===== src/rtl/bht_counter_ctrl.sv =====
// Branch history table controller: initialises a 64x2 SRAM of saturating counters,
// serves one-cycle lookups with update bypass, and trains counters on resolved branches.
module bht_counter_ctrl #(
  parameter int         ENTRIES  = 64,
  parameter logic [1:0] INIT_CTR = 2'b01
) (
  input  logic       clk,
  input  logic       rst_n,
  input  logic       pred_req_valid,
  input  logic [5:0] pred_req_idx,
  output logic       pred_req_ready,
  output logic       pred_resp_valid,
  input  logic       pred_resp_ready,
  output logic       pred_resp_taken,
  output logic [1:0] pred_resp_ctr,
  input  logic       upd_valid,
  input  logic [5:0] upd_idx,
  input  logic       upd_taken,
  input  logic [1:0] upd_ctr,
  output logic       init_done,
  output logic       sram_write_en,
  output logic [5:0] sram_write_addr,
  output logic [1:0] sram_write_data,
  output logic       sram_read_en,
  output logic [5:0] sram_read_addr,
  input  logic [1:0] sram_read_data
);

  localparam logic [5:0] LAST_ADDR = 6'(ENTRIES - 1);

  typedef enum logic [0:0] {
    ST_INIT = 1'b0,
    ST_RUN  = 1'b1
  } state_t;

  state_t     state_r;
  state_t     state_s;
  logic [5:0] init_addr_r;
  logic [5:0] init_addr_s;

  logic       resp_valid_r;
  logic       fresh_r;
  logic       byp_hit_r;
  logic [1:0] byp_ctr_r;
  logic [1:0] held_ctr_r;

  logic       run_s;
  logic       accept_s;
  logic       upd_hit_s;
  logic [1:0] upd_new_s;
  logic [1:0] resp_ctr_s;

  function automatic logic [1:0] sat_next(input logic [1:0] ctr, input logic taken);
    logic [1:0] nxt;
    if (taken) begin
      nxt = (ctr == 2'b11) ? 2'b11 : ctr + 2'b01;
    end else begin
      nxt = (ctr == 2'b00) ? 2'b00 : ctr - 2'b01;
    end
    return nxt;
  endfunction

  assign run_s     = (state_r == ST_RUN);
  assign upd_new_s = sat_next(upd_ctr, upd_taken);
  assign upd_hit_s = run_s && upd_valid && (upd_idx == pred_req_idx);

  // State register and init address counter
  always_ff @(posedge clk or negedge rst_n) begin
    if (!rst_n) begin
      state_r     <= ST_INIT;
      init_addr_r <= 6'd0;
    end else begin
      state_r     <= state_s;
      init_addr_r <= init_addr_s;
    end
  end

  // Next-state: sweep every address once, then run forever
  always_comb begin
    state_s     = state_r;
    init_addr_s = init_addr_r;
    case (state_r)
      ST_INIT: begin
        init_addr_s = init_addr_r + 6'd1;
        if (init_addr_r == LAST_ADDR) begin
          state_s = ST_RUN;
        end else begin
          state_s = ST_INIT;
        end
      end
      ST_RUN: begin
        state_s     = ST_RUN;
        init_addr_s = 6'd0;
      end
      default: begin
        state_s     = ST_INIT;
        init_addr_s = 6'd0;
      end
    endcase
  end

  // Write port: init sweep owns it, otherwise training updates write with zero latency.
  // rst_n gates the init write so nothing is written while the table is held in reset.
  always_comb begin
    sram_write_en   = 1'b0;
    sram_write_addr = upd_idx;
    sram_write_data = upd_new_s;
    if (!run_s) begin
      sram_write_en   = rst_n;
      sram_write_addr = init_addr_r;
      sram_write_data = INIT_CTR;
    end else if (upd_valid) begin
      sram_write_en   = 1'b1;
      sram_write_addr = upd_idx;
      sram_write_data = upd_new_s;
    end else begin
      sram_write_en   = 1'b0;
    end
  end

  assign init_done      = run_s;
  assign pred_req_ready = run_s && !(resp_valid_r && !pred_resp_ready);
  assign accept_s       = pred_req_valid && pred_req_ready;
  assign sram_read_en   = accept_s;
  assign sram_read_addr = pred_req_idx;

  // Response tracking: fresh_r marks the first cycle of a response, when SRAM data is live
  always_ff @(posedge clk or negedge rst_n) begin
    if (!rst_n) begin
      resp_valid_r <= 1'b0;
      fresh_r      <= 1'b0;
      byp_hit_r    <= 1'b0;
      byp_ctr_r    <= 2'b00;
      held_ctr_r   <= 2'b00;
    end else begin
      fresh_r   <= accept_s;
      byp_hit_r <= accept_s && upd_hit_s;
      byp_ctr_r <= upd_new_s;
      if (accept_s) begin
        resp_valid_r <= 1'b1;
      end else if (pred_resp_ready) begin
        resp_valid_r <= 1'b0;
      end else begin
        resp_valid_r <= resp_valid_r;
      end
      if (fresh_r) begin
        held_ctr_r <= resp_ctr_s;
      end else begin
        held_ctr_r <= held_ctr_r;
      end
    end
  end

  // Response data: bypassed update wins over the SRAM read; later cycles replay the hold register
  always_comb begin
    resp_ctr_s = held_ctr_r;
    if (fresh_r) begin
      resp_ctr_s = byp_hit_r ? byp_ctr_r : sram_read_data;
    end else begin
      resp_ctr_s = held_ctr_r;
    end
  end

  assign pred_resp_valid = resp_valid_r;
  assign pred_resp_ctr   = resp_ctr_s;
  assign pred_resp_taken = resp_ctr_s[1];

endmodule


===== config.mk =====
export PLATFORM = sky130hd
export DESIGN_NAME = bht_counter_ctrl
export DESIGN_NICKNAME = d
export VERILOG_FILES = /design/src/rtl/bht_counter_ctrl.sv
export SDC_FILE = /design/constraint.sdc
export NUM_CORES = 1
export LEC_CHECK = 0
export BUFFER_PORTS_ARGS = -buffer_cell sky130_fd_sc_hd__buf_2
export CAP_MARGIN = 20
export CORE_AREA = 3 3 46 48
export DETAILED_ROUTE_END_ITERATION = 10
export DIE_AREA = 0 0 49 51
export PLACE_DENSITY = 0.85
export RECOVER_POWER = 100
export SYNTH_ARGS = -nofsm -noshare
export SYNTH_HDL_FRONTEND = slang
export SYNTH_SLANG_ARGS = --single-unit
export TNS_END_PERCENT = 5

===== constraint.sdc =====
create_clock -name clk -period 2.25 [get_ports clk]
set_input_delay 0.3375 -clock clk [delete_from_list [all_inputs] [get_ports clk]]
set_output_delay 0.3375 -clock clk [all_outputs]
set_load 0.05 [all_outputs]

=== Word level (Yosys, flattened, before mapping) ===
Cells that the tools add are included.

* Muxes and demuxes: 14
* Add/subtract/negate cells: 3
* Bitwise logic cells: 1
* Reduce and logical (&&, ||, !) cells: 10
* Equality and inequality tests: 3

{| class="wikitable"
|+ Operators with widths
! operator !! number
|-
| 2-bit two-way mux || 6
|-
| 6-bit one-hot mux with 2 select lines || 1
|-
| 6-bit by 1-bit adder with 6-bit output (second input constant) || 1
|-
| 6-bit equality test || 1
|-
| 6-bit equality test (second input constant) || 1
|-
| 1-bit logical AND || 6
|-
| 6-bit two-way mux || 1
|-
| 1-bit two-way mux || 5
|-
| 2-bit by 1-bit adder with 2-bit output (second input constant) || 1
|-
| 2-bit equality test (second input constant) || 1
|-
| 1-bit logical NOT || 2
|-
| 2-bit logical NOT || 1
|-
| 1-bit one-hot mux with 2 select lines || 1
|-
| 2-bit nonzero test || 1
|-
| 2-bit by 1-bit subtractor with 2-bit output (second input constant) || 1
|-
| 1-bit inverter || 1
|}

* Register bits after elaboration: 14
* Logic and storage cells: 38
* Output and inout bits: 22
* Input bits: 22

=== Depth between registers and ports, before layout ===
Gate-level depths: netlist (run 1).

* Word-level depth: 6
* Gate-level depth with buffers: 4
* Depth with buffers taken out: 4

=== Least setup slack after synthesis (run 1) ===
No wires, ideal clock.

* Kind: reg2out
* From: reg byp_hit_r
* To: out pred_resp_ctr[1]
* Arrival: 1.690 ns
* Path buffers: 1
* Cell stages (with the launch flop): 4
* Data required time: 1.913 ns
* Slack: 0.223 ns
* Path through: dfrtp_1 -> mux2i_1 -> a21oi_1 -> buf_4

* Cells in the longest elaborated chain, start to end: 2

{| class="wikitable"
|+ Ends and longest elaborated chain
! what !! RTL line !! source
|-
| start: declaration || 43 || <nowiki>logic byp_hit_r;</nowiki>
|-
| start signal: assignment || 137 || <nowiki>byp_hit_r <= accept_s && upd_hit_s;</nowiki>
|-
| 2-bit two-way mux || 158 || <nowiki>resp_ctr_s = byp_hit_r ? byp_ctr_r : sram_read_data;</nowiki>
|-
| 2-bit two-way mux || 157 || <nowiki>if (fresh_r) begin</nowiki>
|-
| end: declaration || 15 || <nowiki>output logic [1:0] pred_resp_ctr,</nowiki>
|}

No other way between the ends.

=== Final worst setup path (run 1) ===
* From: reg state_r, in the netlist init_done
* To: out sram_write_addr[0]

* Cells in the longest elaborated chain, start to end: 1

{| class="wikitable"
|+ Ends and longest elaborated chain
! what !! RTL line !! source
|-
| start: declaration || 36 || <nowiki>state_t state_r;</nowiki>
|-
| start signal: assignment || 73 || <nowiki>state_r <= state_s;</nowiki>
|-
| 6-bit two-way mux || 108 || <nowiki>if (!run_s) begin</nowiki>
|-
| end: declaration || 22 || <nowiki>output logic [5:0] sram_write_addr,</nowiki>
|}

No other way between the ends.

==> results of run 1 <==
==> flip-flops by register name, summed over array words and instances, names as in the netlist <==
register / count
fresh_r: 1
held_ctr_r: 2
byp_hit_r: 1
init_addr_r: 6
init_done: 1
pred_resp_valid: 1
byp_ctr_r: 2
==> worst paths after layout <==
| kind | cells past startpoint | slack, ns | start | to |
|---|---|---|---|---|
| max reg2reg | 2 | 0.94 | init_done | byp_hit_r |
| min in group asynchronous | 2 | 0.47 | rst_n | held_ctr_r[0] |
| min reg2reg | 1 | 0.50 | init_addr_r[0] | init_addr_r[0] |
| max | 2 | 0.23 | init_done | sram_write_addr[0] |
| min | 3 | 0.31 | upd_valid | byp_hit_r |
| max in group asynchronous | 2 | 1.54 | rst_n | init_done |
==> synth_stat cells (all sizes together) <==
cell type,count,area (um^2)
o21bai,2,15.0
maj3,2,22.5
nor2,7,26.3
a21oi,4,20.0
nand3,5,35.0
and2,2,12.5
buf,9,68.8
dfrtp,14,350
ha,1,12.5
nor2b,1,6.26
mux2i,2,20.0
nand2b,3,18.8
xnor2,7,61.3
xor2,2,17.5
mux2,6,67.6
inv,2,7.51
nor4,2,25.0
nand2,6,22.5
==> per-layer routing <==
metal / vias to the layer above / routed length (um) / track usage [%]
met5: - / 0 / 0
met4: 0 / 55 / 8.06
met3: 7 / 115 / 6.12
met2: 22 / 978 / 28.1
met1: 310 / 649 / 14.7
li1: 326 / - / -
==> cell families (layout without fill, tap and decap cells) <==
kind of cell             after synthesis  in the layout  synth area share [%]
AO/OA/AOI/OAI                          6              6                  4.33
adder cells (fa/ha/maj)                3              3                  4.33
buffers and inverters                 11             50                  9.43
flip-flops                            14             14                  43.3
AND/OR/NAND/NOR                       26             26                  18.1
XOR/XNOR                               9              9                  9.74
multiplexers                           8              8                  10.8
==> through the flow <==
step                      std cells  hold slack [ns]  setup WS (ns)  instance area (um^2)
after floorplan                  77           0.0419          0.223                   810
after global routing            141            0.311          0.128                  1000
after global placement          136            0.248          0.575                   987
after CTS                       141            0.314          0.243                  1030
after detailed placement        136            0.249          0.555                   987
final                           141            0.309          0.230                  1000
==> power by group through the flow <==
stage / Clock, W / Combinational (W) / Sequential, W
floorplan: 0 / 0.0000503 / 0.000260
global placement: 0 / 0.0000776 / 0.000260
detailed placement: 0 / 0.0000785 / 0.000260
CTS: 0.000188 / 0.0000800 / 0.000255
global route: 0.000197 / 0.0000830 / 0.000255
finish: 0.000185 / 0.0000761 / 0.000255
==> worst min-delay path, delay by kind of cell <==
family | cells | cell delay [ns]
AND/OR/NAND/NOR | 2 | 0.13
buffers and inverters | 1 | 0.10
==> final cells by class <==
cell class	count	area [um^2]	area share [%]
inverter	2	7.51	0.748
tap	25	31.3	3.12
sequential	14	350	34.9
multi-input combinational	52	368	36.7
clock buffer	4	36.3	3.62
timing repair buffer	44	210	20.9
==> timing repair <==
action                                 in CTS  in global routing
hold buffers                                1                  0
endpoints found under the hold margin      14                  0
setup buffers                               0                  0
==> flow_metrics.env, run 1 <==
export IMPL_clock_latency_ns=0.29
export IMPL_min_path_type="in -> reg"
export IMPL_p_switching_w=0.000134
export IMPL_p_int_w=0.000381
export IMPL_max_slew_worst_pin_slew_ns=0.623
export IMPL_cp_num_buf_inv=1
export IMPL_ys_seq_area_share_pct=43.3
export IMPL_grt_overflow=0
export IMPL_most_common_layout_cells="buf_2 (21), dfrtp_1 (14), clkbuf_1 (12)"
export IMPL_syn_area_um2=810
export IMPL_p_per_area_nw_per_um2=514
export IMPL_final_common_cell="buf_2"
export IMPL_fill_cells=157
export IMPL_cts_root_buf="clkbuf_4"
export IMPL_critPathMaxStageDelay_ns=0.75
export IMPL_cpMaxStageDelayCell="dfrtp_1"
export IMPL_antenna_left=0
export IMPL_dpl_hpwl_um=1480
export IMPL_fin_setup_tns_ns=0
export IMPL_cts_max_level=1
export IMPL_synth_distinct_cells=21
export IMPL_fin_worst_skew_ns=0.000838
export IMPL_port_buffers=43
export IMPL_antenna_diode_count=0
export IMPL_setup_viol=0
export IMPL_cts_sinks=14
export IMPL_fin_nets=140
export IMPL_num_vias=665
export IMPL_rsz0062_at_grt="no"
export IMPL_die_w_um=49
export IMPL_slew_violations=0
export IMPL_drc_errors=0
export IMPL_place_gp_congestion=0.718
export IMPL_wire_per_inst_um=12.7
export IMPL_die_area_um2=2500
export IMPL_grt_pass1_wl_um=2820
export IMPL_finalCritPeriodShare_pct=89.8
export IMPL_syn_nets=100
export IMPL_cts_inserted_buffers=3
export IMPL_core_um2=1750
export IMPL_cp_required_ns=1.91
export IMPL_path_class="reg -> out"
export IMPL_cp_arrival_ns=1.68
export IMPL_status="complete, no violations"
export IMPL_cts_tree="done"
export IMPL_die_h_um=51
export IMPL_vdd_drop_max_uv=436
export IMPL_cts_buffer_depth=2
export IMPL_utilization_pct=57.5
export IMPL_ctsResizeCount=0
export IMPL_grt_pass1_vias=634
export IMPL_syn_inst=77
export IMPL_num_rows=15
export IMPL_period_needed_ns=2.02
export IMPL_end_kind="output port"
export IMPL_drt_iter0_drc=5
export IMPL_start_util_pct=46.4
export IMPL_seq_power_share_pct=49.4
export IMPL_crit_chain="mux2_2 > clkbuf_2"
export IMPL_pwr_share_comb_pct=14.8
export IMPL_p_clk_share_pct=35.8
export IMPL_dr_pass1_iters=4
export IMPL_path_max_fanout=21
export IMPL_num_io_pins=44
export IMPL_power_w=0.000515
export IMPL_grt_usage_pct=15.3
export IMPL_avgSynthCellArea_um2=10.5
export IMPL_swShare_pct=26.0
export IMPL_synthToLayoutAreaGrowth_pct=24.0
export IMPL_clk_pin_slew_ns=0.08
export IMPL_slew_headroom_pct=58.5
export IMPL_maxCapViolCount=0
export IMPL_synth_seq_cells=14
export IMPL_viasPerCell=4.72
export IMPL_antenna_found_initial=0
export IMPL_cellLeakagePower_nw=0.465
export IMPL_routed_wl_um=1800
export IMPL_grt_max_degree=22
export IMPL_fmax_mhz=495
export IMPL_startpoint_type="flop"
export IMPL_layout_drive_gt1_share_pct=37.1
export IMPL_final_hold_viol_count=0
export IMPL_ys_warn_count=0
export IMPL_critPathTopFamily="flip-flops"
(Power assumes the default switching activity.)
==> run 2, diff against run 1 <==
--- a/config.mk
+++ b/config.mk
@@ -6,12 +6,12 @@
 export NUM_CORES = 1
 export LEC_CHECK = 0
 export BUFFER_PORTS_ARGS = -buffer_cell sky130_fd_sc_hd__buf_2
-export CAP_MARGIN = 20
-export CORE_AREA = 3 3 46 48
+export CORE_AREA = 2 2 45 47
 export DETAILED_ROUTE_END_ITERATION = 10
-export DIE_AREA = 0 0 49 51
+export DIE_AREA = 0 0 47 49
 export PLACE_DENSITY = 0.85
 export RECOVER_POWER = 100
+export REMOVE_ABC_BUFFERS = 1
 export SYNTH_ARGS = -nofsm -noshare
 export SYNTH_HDL_FRONTEND = slang
 export SYNTH_SLANG_ARGS = --single-unit
==> flow_metrics.env, run 2 (synthesis results as in run 1) <==
export IMPL_layout_drive_gt1_share_pct=34.8
export IMPL_cts_root_buf="clkbuf_4"
export IMPL_reg_top3="init_addr_r (6), byp_ctr_r (2), held_ctr_r (2)"
export IMPL_r2r_cells=2
export IMPL_num_vias=646
export IMPL_antenna_left=0
export IMPL_dr_pass1_iters=4
export IMPL_grt_usage_pct=15.3
export IMPL_cts_inserted_buffers=3
export IMPL_start_util_pct=44.0
export IMPL_die_w_um=47
export IMPL_cellLeakagePower_nw=0.451
export IMPL_max_slew_worst_pin_slew_ns=0.643
export IMPL_period_needed_ns=2.05
export IMPL_fmax_mhz=487
export IMPL_fin_nets=140
export IMPL_drt_iter0_drc=5
export IMPL_antenna_diode_count=0
export IMPL_grt_max_degree=22
export IMPL_grt_pass1_wl_um=2560
export IMPL_power_w=0.000464
export IMPL_place_gp_congestion=0.778
export IMPL_antenna_found_initial=0
export IMPL_maxCapViolCount=0
export IMPL_worst_r2r_startpoint="init_done"
export IMPL_fin_worst_skew_ns=0.000271
export IMPL_fill_cells=184
export IMPL_clock_latency_ns=0.27
export IMPL_die_h_um=49
export IMPL_fin_setup_tns_ns=0
export IMPL_clk_pin_slew_ns=0.07
export IMPL_reg2reg_to="byp_hit_r"
export IMPL_core_um2=1840
export IMPL_synthToLayoutAreaGrowth_pct=22.3
export IMPL_vdd_drop_max_uv=241
export IMPL_path_class="reg -> out"
export IMPL_most_common_layout_cells="buf_2 (21), dfrtp_1 (14), clkbuf_1 (13)"
export IMPL_num_rows=16
export IMPL_min_path_type="in -> reg"
export IMPL_cp_arrival_ns=1.71
export IMPL_cts_max_level=1
export IMPL_num_io_pins=44
export IMPL_largest_register="init_addr_r"
export IMPL_cp_required_ns=1.91
export IMPL_path_max_fanout=21
export IMPL_final_hold_viol_count=0
export IMPL_cp_endpoint="pred_req_ready"
export IMPL_rsz0062_at_grt="no"
export IMPL_crit_path_start="init_done"
export IMPL_finalCritPeriodShare_pct=91.2
export IMPL_p_per_area_nw_per_um2=469
export IMPL_wire_per_inst_um=11.6
export IMPL_grt_overflow=0
export IMPL_slew_headroom_pct=57.1
export IMPL_reg2reg_slack_ns=0.91
export IMPL_dpl_hpwl_um=1360
export IMPL_final_common_cell="buf_2"
export IMPL_end_kind="output port"
export IMPL_routed_wl_um=1650
export IMPL_setup_viol=0
export IMPL_grt_pass1_vias=596
export IMPL_status="complete, no violations"
export IMPL_cts_sinks=14
export IMPL_startpoint_type="flop"
export IMPL_drc_errors=0
export IMPL_cts_tree="done"
export IMPL_viasPerCell=4.55
export IMPL_die_area_um2=2300
export IMPL_cts_buffer_depth=2
export IMPL_cts_setup_buffers=0
export IMPL_port_buffers=43
export IMPL_largest_reg_flops=6
export IMPL_slew_violations=0
export IMPL_worst_hold_slack_ns=0.328
[run 2: cell count changes in the layout (fill, tap and decap cells not counted)]
cell,before,now
clkbuf_2,10,8
buf_1,0,1
clkbuf_1,12,13
clkbuf_8,1,0
[run 2: timing repair]
| action | CTS | global route |
|---|---|---|
| resized for setup | 0 | 0 |
| hold buffers | 1 | 0 |
| endpoints found under the hold margin | 14 | 0 |
[run 2: layout make-up]
cell class | instances | area, um^2 | area share (%)
sequential | 14 | 350 | 35.4
inverter | 2 | 7.51 | 0.759
clock buffer | 3 | 22.5 | 2.28
timing repair buffer | 44 | 208 | 21.0
tap | 27 | 33.8 | 3.41
multi-input combinational | 52 | 368 | 37.2
[run 2: metrics by stage]
stage	instances	setup slack (ns)	area, um^2	util (%)
after floorplan	68	-0.0964	741	-
after global routing	142	0.0994	990	53.7
final	142	0.198	990	53.7
after CTS	142	0.242	1020	55.5
after global placement	138	0.568	990	53.7
after detailed placement	138	0.552	990	53.7
[run 2: worst max-delay path: stages (launching register included)]
cell      delay, ns
dfrtp_1        0.76
and2_1         0.22
clkbuf_1       0.47
[run 2: power breakdown]
part / internal (W) / switching (W)
logic: 0.0000286 / 0.0000485
clock network: 0.0000619 / 0.0000708
registers: 0.000254 / 0.000000700
[run 2: worst min-delay path by stage]
stage / slack, ns / startpoint / to / cells past startpoint
after floorplan: 0.04 / rst_n / byp_ctr_r[0] / 0
after global placement: 0.25 / rst_n / byp_ctr_r[1] / 1
after detailed placement: 0.25 / rst_n / byp_ctr_r[1] / 1
after CTS: 0.33 / upd_valid / byp_hit_r / 3
after global routing: 0.31 / upd_valid / byp_hit_r / 3
final: 0.33 / upd_valid / byp_hit_r / 3
[run 2: routing by layer]
layer / vias to the layer above / GRT usage [%] / share of wire (%) / wire length [um]
li1: 329 / - / - / -
met1: 291 / 19.3 / 43 / 702
met2: 26 / 24.7 / 50 / 829
met3: 0 / 3.33 / 7.1 / 117
met4: 0 / 6.02 / 0 / 0
met5: - / 0 / 0 / 0
==> run 3, diff against run 2 <==
--- a/config.mk
+++ b/config.mk
@@ -11,7 +11,6 @@
 export DIE_AREA = 0 0 47 49
 export PLACE_DENSITY = 0.85
 export RECOVER_POWER = 100
-export REMOVE_ABC_BUFFERS = 1
 export SYNTH_ARGS = -nofsm -noshare
 export SYNTH_HDL_FRONTEND = slang
 export SYNTH_SLANG_ARGS = --single-unit
==> flow_metrics.env, run 3 (synthesis results as in run 1) <==
export IMPL_clk_pin_slew_ns=0.08
export IMPL_drc_errors=0
export IMPL_fmax_mhz=493
export IMPL_period_needed_ns=2.03
export IMPL_grt_pass1_vias=599
export IMPL_dpl_hpwl_um=1260
export IMPL_startpoint_type="flop"
export IMPL_cts_max_level=1
export IMPL_cts_root_buf="clkbuf_4"
export IMPL_die_area_um2=2300
export IMPL_fin_nets=140
export IMPL_slew_headroom_pct=59.7
export IMPL_layout_drive_gt1_share_pct=33.9
export IMPL_cp_required_ns=1.91
export IMPL_place_ws_ns=0.559
export IMPL_fin_setup_tns_ns=0
export IMPL_synthToLayoutAreaGrowth_pct=22.3
export IMPL_final_cell_area_um2=990
export IMPL_status="complete, no violations"
export IMPL_setup_viol=0
export IMPL_core_um2=1840
export IMPL_grt_usage_pct=14.3
export IMPL_placed_area_um2=990
export IMPL_path_class="reg -> out"
export IMPL_wire_per_inst_um=10.7
export IMPL_min_path_type="in -> reg"
export IMPL_cp_arrival_ns=1.69
export IMPL_end_kind="output port"
export IMPL_finalCritPeriodShare_pct=90.2
export IMPL_num_rows=16
export IMPL_largest_register="init_addr_r"
export IMPL_cts_setup_buffers=0
export IMPL_antenna_diode_count=0
export IMPL_hold_buffers=1
export IMPL_ctsResizeCount=0
export IMPL_cellLeakagePower_nw=0.450
export IMPL_p_per_area_nw_per_um2=465
export IMPL_largest_reg_flops=6
export IMPL_port_buffers=43
export IMPL_maxCapViolCount=0
export IMPL_clock_latency_ns=0.27
export IMPL_cts_sinks=14
export IMPL_fin_worst_skew_ns=0.00896
export IMPL_die_h_um=49
export IMPL_path_max_fanout=21
export IMPL_cts_inserted_buffers=3
export IMPL_antenna_left=0
export IMPL_cts_buffer_depth=2
export IMPL_slew_violations=0
export IMPL_final_hold_viol_count=0
export IMPL_grt_overflow=0
export IMPL_num_io_pins=44
export IMPL_vdd_drop_max_uv=292
export IMPL_fin_ws_ns=0.220
export IMPL_grt_pass1_wl_um=2390
export IMPL_rsz0062_at_grt="no"
export IMPL_antenna_found_initial=0
export IMPL_die_w_um=47
export IMPL_most_common_layout_cells="buf_2 (22), clkbuf_1 (15), dfrtp_1 (14)"
export IMPL_place_gp_congestion=0.793
export IMPL_num_vias=659
export IMPL_final_common_cell="buf_2"
export IMPL_reg_top3="init_addr_r (6), byp_ctr_r (2), held_ctr_r (2)"
export IMPL_cts_tree="done"
export IMPL_max_slew_worst_pin_slew_ns=0.604
export IMPL_start_util_pct=44.0
export IMPL_drt_iter0_drc=6
export IMPL_routed_wl_um=1520
export IMPL_grt_max_degree=22
export IMPL_dr_pass1_iters=4
export IMPL_viasPerCell=4.64
==> run 3: cell types whose count changed in the layout (fill, tap and decap cells not counted) <==
cell | previous run | this run
nor4_2 | 0 | 1
clkbuf_2 | 8 | 6
clkbuf_1 | 13 | 15
nor4_1 | 2 | 1
nand3_1 | 3 | 4
nand3_2 | 2 | 1
buf_1 | 1 | 0
buf_2 | 21 | 22
==> run 3: final timing paths <==
kind                       cells past startpoint      startpoint  slack, ns                  to
min                                            3       upd_valid       0.34           byp_hit_r
min reg2reg                                    1  init_addr_r[0]       0.50      init_addr_r[0]
max in group asynchronous                      2           rst_n       1.52       held_ctr_r[1]
max reg2reg                                    2       init_done       0.85           byp_hit_r
min in group asynchronous                      2           rst_n       0.49      init_addr_r[5]
max                                            2       init_done       0.22  sram_write_data[1]
==> run 3: worst max-delay path, cell delays in order (launching register included) <==
cell and delay [ns]:
dfrtp_1 0.73, and2_1 0.21, clkbuf_1 0.47
==> run 3: final cells by class <==
cell class / instances / area (um^2)
repair buffers: 44 / 206
flip-flops and latches: 14 / 350
well taps: 27 / 33.8
clock buffers: 3 / 22.5
multi-input cells: 52 / 369
inverters: 2 / 7.51
fillers: 191 / 852
==> run 3: power breakdown <==
part           internal (W)   total, W  switching [W]
clock             0.0000618   0.000130      0.0000678
combinational     0.0000286  0.0000763      0.0000477
sequential         0.000254   0.000255    0.000000569
total              0.000344   0.000461       0.000116
==> run 3: per-stage QoR <==
step           instances  utilization, %  total power (W)  hold slack [ns]
5_1_grt              142            53.7         0.000486            0.329
3_5_place_dp         138            53.7         0.000338            0.248
6_report             142            53.7         0.000461            0.341
3_3_place_gp         138            53.7         0.000337            0.248
2_1_floorplan         77               -         0.000310           0.0419
4_1_cts              142            55.5         0.000469            0.339
==> run 3: metal layers <==
layer / up-vias / GRT usage (%) / routed length (um)
li1: 329 / - / -
met3: 0 / 5.56 / 75
met4: 0 / 1.39 / 0
met1: 306 / 15.4 / 601
met2: 24 / 26.3 / 839
met5: - / 0 / 0
